===== config.mk =====
export PLATFORM = sky130hd
export DESIGN_NAME = dp_packetizer
export DESIGN_NICKNAME = d
export VERILOG_FILES = /design/src/rtl/dp_packetizer.sv
export SDC_FILE = /design/constraint.sdc
export NUM_CORES = 1
export LEC_CHECK = 0
export BUFFER_PORTS_ARGS = -buffer_cell sky130_fd_sc_hd__buf_4
export CORE_MARGIN = 1.5
export CORE_UTILIZATION = 47
export DETAILED_ROUTE_END_ITERATION = 12
export GPL_TIMING_DRIVEN = 0
export PLACE_DENSITY = 0.83
export SLEW_MARGIN = 20
export SYNTH_ARGS = -nofsm -noshare
export SYNTH_HDL_FRONTEND = slang
export SYNTH_SLANG_ARGS = --single-unit

===== constraint.sdc =====
create_clock -name i_clk -period 2.2 [get_ports i_clk]
set_input_delay 0.44 -clock i_clk [delete_from_list [all_inputs] [get_ports i_clk]]
set_output_delay 0.44 -clock i_clk [all_outputs]
set_load 0.01 [all_outputs]

===== src/rtl/dp_packetizer.sv =====
// rtl/dp_packetizer.sv - builds NoC packets from pixel and filter words
//
// Purpose:
//   Transmit-side packetizer for a PE. Two local sources offer words:
//   pixel words (5 elements) and filter words (3 elements). Each word is
//   tagged with a destination router address. A round-robin arbiter picks
//   one source. The chosen word is formatted into a packet and loaded into
//   a single output holding register. The register reloads in the same
//   cycle that the router takes the current packet, so sustained throughput
//   is one packet per clock.
//
// Packet layout (defaults, PWIDTH = 47):
//   [46]    type, 1 = pixel, 0 = filter
//   [45:43] destination address
//   [42:40] SRC_ADDR
//   [39:0]  pixel payload, or {16'h0, 24-bit filter payload}
//
// Ports:
//   i_clk          clock, rising edge
//   i_reset        asynchronous active-high reset
//   i_pix_valid    pixel word offered
//   o_pix_ready    pixel word accepted when i_pix_valid && o_pix_ready
//   i_pix_data     five pixels, first pixel in the top byte
//   i_pix_dest     destination address of the pixel word
//   i_filt_valid   filter word offered
//   o_filt_ready   filter word accepted when i_filt_valid && o_filt_ready
//   i_filt_data    three filter weights
//   i_filt_dest    destination address of the filter word
//   o_pkt_valid    o_pkt_data holds a packet
//   i_pkt_ready    router takes the packet
//   o_pkt_data     packet
//   o_pix_cnt      accepted pixel handshakes, wraps at 16 bits (PKT_STATS_EN only)
//   o_filt_cnt     accepted filter handshakes, wraps at 16 bits (PKT_STATS_EN only)
//
// Build option:
//   PKT_STATS_EN   adds the handshake counters, plus a simulation print
//                  for each packet the router takes.

module dp_packetizer #(
  parameter int unsigned         DWIDTH   = 8,
  parameter int unsigned         PWIDTH   = 47,
  parameter int unsigned         AWIDTH   = 3,
  parameter logic [AWIDTH-1:0]   SRC_ADDR = 3'b000
) (
  input  logic                   i_clk,
  input  logic                   i_reset,
  input  logic                   i_pix_valid,
  output logic                   o_pix_ready,
  input  logic [5*DWIDTH-1:0]    i_pix_data,
  input  logic [AWIDTH-1:0]      i_pix_dest,
  input  logic                   i_filt_valid,
  output logic                   o_filt_ready,
  input  logic [3*DWIDTH-1:0]    i_filt_data,
  input  logic [AWIDTH-1:0]      i_filt_dest,
`ifdef PKT_STATS_EN
  output logic [15:0]            o_pix_cnt,
  output logic [15:0]            o_filt_cnt,
`endif
  output logic                   o_pkt_valid,
  input  logic                   i_pkt_ready,
  output logic [PWIDTH-1:0]      o_pkt_data
);

  typedef enum logic {
    ST_EMPTY = 1'b0,
    ST_FULL  = 1'b1
  } state_t;

  typedef enum logic {
    SRC_FILT = 1'b0,
    SRC_PIX  = 1'b1
  } src_t;

  state_t              r_state;
  src_t                r_last_grant;
  logic                r_pkt_valid;
  logic [PWIDTH-1:0]   r_pkt_data;

  logic                w_can_load;
  logic                w_grant_pix;
  logic                w_grant_filt;
  logic                w_load;
  logic [PWIDTH-1:0]   w_pix_pkt;
  logic [PWIDTH-1:0]   w_filt_pkt;

  // The holding register can take a new packet when it is empty, or when
  // its current packet leaves in this same cycle.
  assign w_can_load = (r_state == ST_EMPTY) || i_pkt_ready;

  // Round robin. On a tie, the source that did not win last time is
  // granted. A lone requester always wins. The grant depends only on the
  // valids and on registered state, never on the readies.
  assign w_grant_pix  = i_pix_valid  && (!i_filt_valid || (r_last_grant == SRC_FILT));
  assign w_grant_filt = i_filt_valid && (!i_pix_valid  || (r_last_grant == SRC_PIX));

  assign o_pix_ready  = w_can_load && w_grant_pix;
  assign o_filt_ready = w_can_load && w_grant_filt;
  assign w_load       = o_pix_ready || o_filt_ready;

  // Filter payload is right-aligned. The two unused elements above it are zero.
  assign w_pix_pkt  = {1'b1, i_pix_dest,  SRC_ADDR, i_pix_data};
  assign w_filt_pkt = {1'b0, i_filt_dest, SRC_ADDR, {(2*DWIDTH){1'b0}}, i_filt_data};

  always_ff @(posedge i_clk or posedge i_reset) begin
    if (i_reset) begin
      r_state      <= ST_EMPTY;
      r_pkt_valid  <= 1'b0;
      r_pkt_data   <= '0;
      r_last_grant <= SRC_FILT;
    end else begin
      case (r_state)
        ST_EMPTY: begin
          if (w_load) begin
            r_state      <= ST_FULL;
            r_pkt_valid  <= 1'b1;
            r_pkt_data   <= w_grant_pix ? w_pix_pkt : w_filt_pkt;
            r_last_grant <= w_grant_pix ? SRC_PIX : SRC_FILT;
          end
        end
        ST_FULL: begin
          if (w_load) begin
            // Back-to-back: the current packet leaves and the next one
            // replaces it, with no bubble.
            r_state      <= ST_FULL;
            r_pkt_valid  <= 1'b1;
            r_pkt_data   <= w_grant_pix ? w_pix_pkt : w_filt_pkt;
            r_last_grant <= w_grant_pix ? SRC_PIX : SRC_FILT;
          end else if (i_pkt_ready) begin
            r_state     <= ST_EMPTY;
            r_pkt_valid <= 1'b0;
          end
        end
        default: begin
          r_state     <= ST_EMPTY;
          r_pkt_valid <= 1'b0;
        end
      endcase
    end
  end

  assign o_pkt_valid = r_pkt_valid;
  assign o_pkt_data  = r_pkt_data;

`ifdef PKT_STATS_EN
  logic [15:0] r_pix_cnt;
  logic [15:0] r_filt_cnt;

  // The counters wrap naturally at 16 bits.
  always_ff @(posedge i_clk or posedge i_reset) begin
    if (i_reset) begin
      r_pix_cnt  <= '0;
      r_filt_cnt <= '0;
    end else begin
      if (i_pix_valid && o_pix_ready) begin
        r_pix_cnt <= r_pix_cnt + 16'd1;
      end
      if (i_filt_valid && o_filt_ready) begin
        r_filt_cnt <= r_filt_cnt + 16'd1;
      end
    end
  end

  assign o_pix_cnt  = r_pix_cnt;
  assign o_filt_cnt = r_filt_cnt;

  always @(posedge i_clk) begin
    if (!i_reset && r_pkt_valid && i_pkt_ready) begin
      $display("dp_packetizer emit type=%s dest=%0d time=%0t",
               r_pkt_data[PWIDTH-1] ? "pixel" : "filter",
               r_pkt_data[PWIDTH-2 -: AWIDTH], $time);
    end
  end
`endif

endmodule


## Word level (Yosys, flattened, before mapping)

Cells that the tools add are included.

| word-level totals | value |
|---|---|
| register bits after elaboration | 50 |
| input port bits | 75 |

| cells by class | value |
|---|---|
| eq/ne operators | 2 |
| muxes and demuxes | 12 |
| bitwise operators | 2 |
| reduce and logical (&&, ||, !) cells | 11 |

Operators by type and width:

| operator | number |
|---|---|
| $mux 47 | 2 |
| $mux 1 | 8 |
| $logic_and 1x1->1 | 4 |
| $logic_or 1x1->1 | 4 |
| $pmux 1 s2 | 2 |
| $ne 3x2->1 const B | 1 |
| $logic_not 1->1 | 2 |
| $ne 2x2->1 const B | 1 |
| $not 1->1 | 2 |
| $reduce_and 2->1 | 1 |

## Depth between registers and ports, before layout

Gate-level depths: netlist (run 1).

| logic depth | value |
|---|---|
| depth in word-level cells | 7 |
| depth in mapped cells | 6 |
| depth with buffers taken out | 3 |

## Worst setup path before layout (run 1)

OpenSTA, ideal clock, no wires.

| timing path | value |
|---|---|
| path kind | in2out |
| start point | in i_pix_valid |
| end point | out o_pix_ready |
| arrival | 1.228 ns |
| setup slack | 0.532 ns |
| stages | 5 |
| path through | a21bo_1 buf_6 nor2b_1 buf_2 buf_2 |

| on the way | value |
|---|---|
| word-level cells in the longest chain between the ends | 2 |

RTL lines:

| item | line | source |
|---|---|---|
| start: declaration | 47 | `input logic i_pix_valid,` |
| $logic_and 1x1->1 | 93 | `assign w_grant_pix = i_pix_valid && (!i_filt_valid \|\| (r_last_grant == SRC_FILT));` |
| $logic_and 1x1->1 | 96 | `assign o_pix_ready = w_can_load && w_grant_pix;` |
| end: declaration | 48 | `output logic o_pix_ready,` |

No other way between the ends.

==> metrics, run 1 <==
vias per inst 5.13; Fin. Hold Viols 0; Worst Hold Class in2async; Area Overhead vs Synth 52.0%; Die Ht 70.6 µm; DRT iter0 DRCs 67; outcome completed; Synth top area share 53.6%; GRT Overall Usage 22.0%; detailed-route wire length per cell 15.8 µm; CTS max path bufs 2; first-pass GRT wire length 8470 µm; postcts setup bufs 0; CTS resizes 0; Cell Area, Placed 3150 µm²; overall die area 4980 µm²; leakage power 0.00169 µW; cell count after placement 319; leading area contributor after synthesis dfrtp_1; Layout Nets 348; flop2flop setup slack 0.61 ns; total negative setup slack 0 ns; slowest CP cell dfrtp_1; Power Density 768 nW/µm²; crit path launch type flop; Die X-Extent 70.6 µm; CTS tree yes; final core occ 74.4%; Mapped Cells 143; CTS sink cnt 46; Critical Path Fanout Max 18; DRC 0; layout cells sized above 1 71.9%; Crit. Startpoint o_pkt_data[46]; Final Skew 0.00682 ns; clock latency on the worst-skew pair 0.29 ns; min Tclk post-route 2.03 ns; number of fillers in the final layout 328; RR Startpoint o_pkt_data[46]; Slowest Stage Delay on Critical Path 0.41 ns; Synth area leaders dfrtp_1 (54%), mux2_2 (18%), mux2_4 (14%); clock root buffer clkbuf_8; CP Class reg2out; R2R Path End o_pkt_data[0]; FP Rows 24; RSZ-0062 raised after global routing false; antenna cells 0; max-slew violations 0; Initial Utilization 48.9%; grt total ovfl 0; GP Congestion 0.814; hold_ws 0.163 ns; Clock Pin Slew Worst Setup and Hold Paths 0.09 ns; crit path cell chain a21bo_1, buf_6, nor2b_1, clkbuf_4, buf_4; initial antenna violation count 0; Syn Area/Cell 15.0 µm²; sequential area share after synthesis 53.6%; Cell Count, Final, Fillers Out 326; pin count of the biggest net entering global routing 26; Max Cap Viol 0; Reg2Reg Depth 5; DP HPWL 4090 µm; Max IR drop VDD 0.434 mV; Distinct cells, synth 18; I/O Pins 125; PortBufs 121; Mapped Area 2150 µm²; Pre-antenna DRT Iters 4; arrival time worst endpoint 1.59 ns; Final period util 92.4%; Finished Cell Area 3260 µm²; Seq cells post-synth 46; Worst EP required 1.76 ns; Post-DRT Antenna Nets 0; Ys Warns 0; H-tree levels 2; core area 4380 µm²; Final Routed Wirelength 5140 µm; endpoints failing setup 0; clock buffer count from CTS 5; hold_buf cts 0; vias in the first global route 1,705; CP Capture Type output pin; Vias 1,674; fmax 492 MHz
-- power by group --
group          leakage, µW  internal (µW)  total [µW]  switching, µW
combinational      0.00108            501         816            315
clock            0.0000579            334         608            273
sequential        0.000556            995        1080           84.6
total              0.00169           1830        2500            673
-- metrics by stage --
stage / total power, µW / worst slack (ns)
4_1_cts: 2530 / 0.0846
6_report: 2500 / 0.166
3_5_place_dp: 1920 / 0.131
2_1_floorplan: 1490 / 0.532
5_1_grt: 2640 / 0.0592
3_3_place_gp: 1890 / 0.107
-- metal layers --
metal  GRT usage (%)  wire length, µm  vias to the layer above
met1            25.7             1930                      807
met5               0                0                        -
met3            7.83              458                        6
met4            6.50               74                        0
met2            38.3             2670                       89
li1                -                -                      772
-- kinds of logic (layout without fill, tap and decap cells) --
group,count (synthesis),count (layout),share of synthesized area (%)
other cells,1,3,0.175
buf+inv,15,144,4.66
compound gates,19,19,7.76
simple gates,8,8,1.92
flops,46,46,53.6
mux,54,54,31.8
-- registers in the layout, summed over array words and instances (netlist names) --
name and cells:
o_pkt_valid 1, o_pkt_data 44, r_state 1
-- worst max-delay path by stage --
stage / cells past startpoint / end / slack, ns
floorplan: 5 / o_pix_ready / 0.53
global placement: 2 / o_pkt_data[25] / 0.11
detailed placement: 7 / o_pix_ready / 0.13
CTS: 5 / o_pix_ready / 0.08
global route: 5 / o_pix_ready / 0.06
finish: 5 / o_pix_ready / 0.17
-- cell usage after synthesis, drive strengths merged --
master  instances
a22o           16
conb            1
clkbuf          1
o21ai           1
inv             2
o21bai          1
a21bo           1
mux2           54
nor2b           1
nand2           4
buf            12
and3            1
or2b            1
dfrtp          46
nand2b          1
-- placed cells by master (no fill, tap or decap), drive strengths merged --
cell type	count
nand2	4
o21ai	1
o21bai	1
and3	1
clkinv	2
conb	3
nor2b	1
or2b	1
dfrtp	46
nand2b	1
a21bo	1
a22o	16
mux2	54
clkbuf	7
bufinv	1
inv	2
buf	132
-- critical path: cells and delay by family, from the launching register on --
family / cells / cell delay, ns
simple gates: 1 / 0.13
buf+inv: 3 / 0.58
compound gates: 1 / 0.18
flops: 1 / 0.41
-- layout make-up --
cell class | count | area (µm²) | area share, %
flip-flops and latches | 46 | 1150 | 35.3
well taps | 52 | 65.1 | 2.00
clock buffers | 5 | 68.8 | 2.11
inverters | 2 | 7.51 | 0.230
clock inverters | 3 | 40.0 | 1.23
multi-input cells | 84 | 902 | 27.7
repair buffers | 122 | 936 | 28.7
plain buffers | 12 | 90.1 | 2.76
No activity file was read; power rests on OpenSTA's default activity.
==> run 2: changes to the inputs <==
--- a/config.mk
+++ b/config.mk
@@ -11,6 +11,7 @@
 export DETAILED_ROUTE_END_ITERATION = 12
 export GPL_TIMING_DRIVEN = 0
 export PLACE_DENSITY = 0.83
+export REMOVE_ABC_BUFFERS = 1
 export SLEW_MARGIN = 20
 export SYNTH_ARGS = -nofsm -noshare
 export SYNTH_HDL_FRONTEND = slang
==> metrics, run 2 (same netlist as run 1, synthesis figures left out) <==
Post-DRT Antenna Nets 0; DP HPWL 3920 µm; Die Ht 70.6 µm; Reg2Reg Depth 3; CP Capture Type output pin; H-tree levels 2; Initial Utilization 48.9%; Final Skew 0.00506 ns; PnR worst setup slack 0.330 ns; PortBufs 121; commonest non-fill, non-tap cell in the layout buf_4; DRC 0; FP Rows 24; slew margin rel. 62.4%; RSZ-0062 raised after global routing false; hold_ws 0.188 ns; Pre-antenna DRT Iters 4; I/O Pins 125; Finished Cell Area 3220 µm²; antenna cells 0; core area 4380 µm²; Worst Hold Class in2async; flop2flop setup slack 0.51 ns; grt total ovfl 0; clock root buffer clkbuf_8; Cell Count, Final, Fillers Out 317; cell count after placement 308; Final Routed Wirelength 5050 µm; initial antenna violation count 0; Final period util 85.0%; number of fillers in the final layout 337; outcome completed; crit path launch type flop; CTS max path bufs 2; most frequent cells in the layout buf_4 (122), dfrtp_1 (46), mux2_2 (34); CTS sink cnt 46; endpoints failing setup 0; min Tclk post-route 1.87 ns; CTS tree yes; clock latency on the worst-skew pair 0.29 ns; Worst Tran Pin Value 0.564 ns; Area Overhead vs Synth 50.3%; Layout Nets 339; R2R Path End o_pkt_data[45]; Critical Path Fanout Max 28; Max Cap Viol 0; layout cells sized above 1 71.7%; GP Congestion 0.690; clock buffer count from CTS 5; final core occ 73.5%; Cell Area, Placed 3110 µm²; arrival time worst endpoint 1.43 ns; leakage power 0.00166 µW; RR Startpoint o_pkt_data[46]; Vias 1,607; vias per inst 5.07; Place WS -0.304 ns; detailed-route wire length per cell 15.9 µm; GRT Overall Usage 20.4%; Die X-Extent 70.6 µm; Fin. Hold Viols 0; max FFs per register 44; Max IR drop VDD 0.392 mV; overall die area 4980 µm²; max-slew violations 0; CP Class reg2out; Clock Pin Slew Worst Setup and Hold Paths 0.08 ns; DRT iter0 DRCs 57; pin count of the biggest net entering global routing 29; vias in the first global route 1,682; fmax 535 MHz; Worst EP required 1.76 ns; Power Density 746 nW/µm²; first-pass GRT wire length 7800 µm
## run 2: how the worst max path moves through the flow
stage	endpoint	slack [ns]	start	cells past startpoint
floorplan	o_pix_ready	-0.17	i_pix_valid	2
global placement	o_pix_ready	-1.03	i_filt_valid	4
detailed placement	o_pix_ready	-0.30	i_filt_valid	4
CTS	o_pix_ready	0.28	o_pkt_data[46]	3
global route	o_pix_ready	0.20	o_pkt_data[46]	3
finish	o_pix_ready	0.33	o_pkt_data[46]	3
## run 2: report_power, final
part           total (µW)  leakage [µW]  internal, µW  switching (µW)
Clock                 516     0.0000482           254             263
Combinational         813       0.00106           497             315
Sequential           1080      0.000556           994            82.0
## run 2: metrics by stage
step	TNS (ns)	total power [µW]
finish	0	2410
global placement	-26.63	1860
global route	0	2540
detailed placement	-0.435	1910
CTS	0	2440
floorplan	-1.27	1470
## run 2: repair_timing
action / 4_1_cts / 5_1_grt
hold buffers: 0 / 0
setup buffers: 1 / 0
hold endpoints to repair: 0 / 0
resized for setup: 2 / 0
endpoints found under the setup margin: 1 / 0
## run 2: layer usage
metal,up-vias,wire [µm],track usage (%)
li1,747,-,-
met1,774,1890,22.8
met2,80,2620,35.4
met3,6,443,7.12
met4,0,89,8.81
met5,-,0,0
## run 2: worst max-delay path, cell delays in order, from the launching register on
cell and delay, ns:
dfrtp_1 0.40, a21bo_4 0.50, nor2b_4 0.09, buf_4 0.16
## run 2: area by class of cell
class / count / area (µm²) / area share, %
flip-flops and latches: 46 / 1150 / 35.7
repair buffers: 125 / 986 / 30.6
multi-input cells: 84 / 923 / 28.6
clock buffers: 7 / 86.3 / 2.68
well taps: 52 / 65.1 / 2.02
inverters: 2 / 7.51 / 0.233
clock inverters: 1 / 5.00 / 0.155
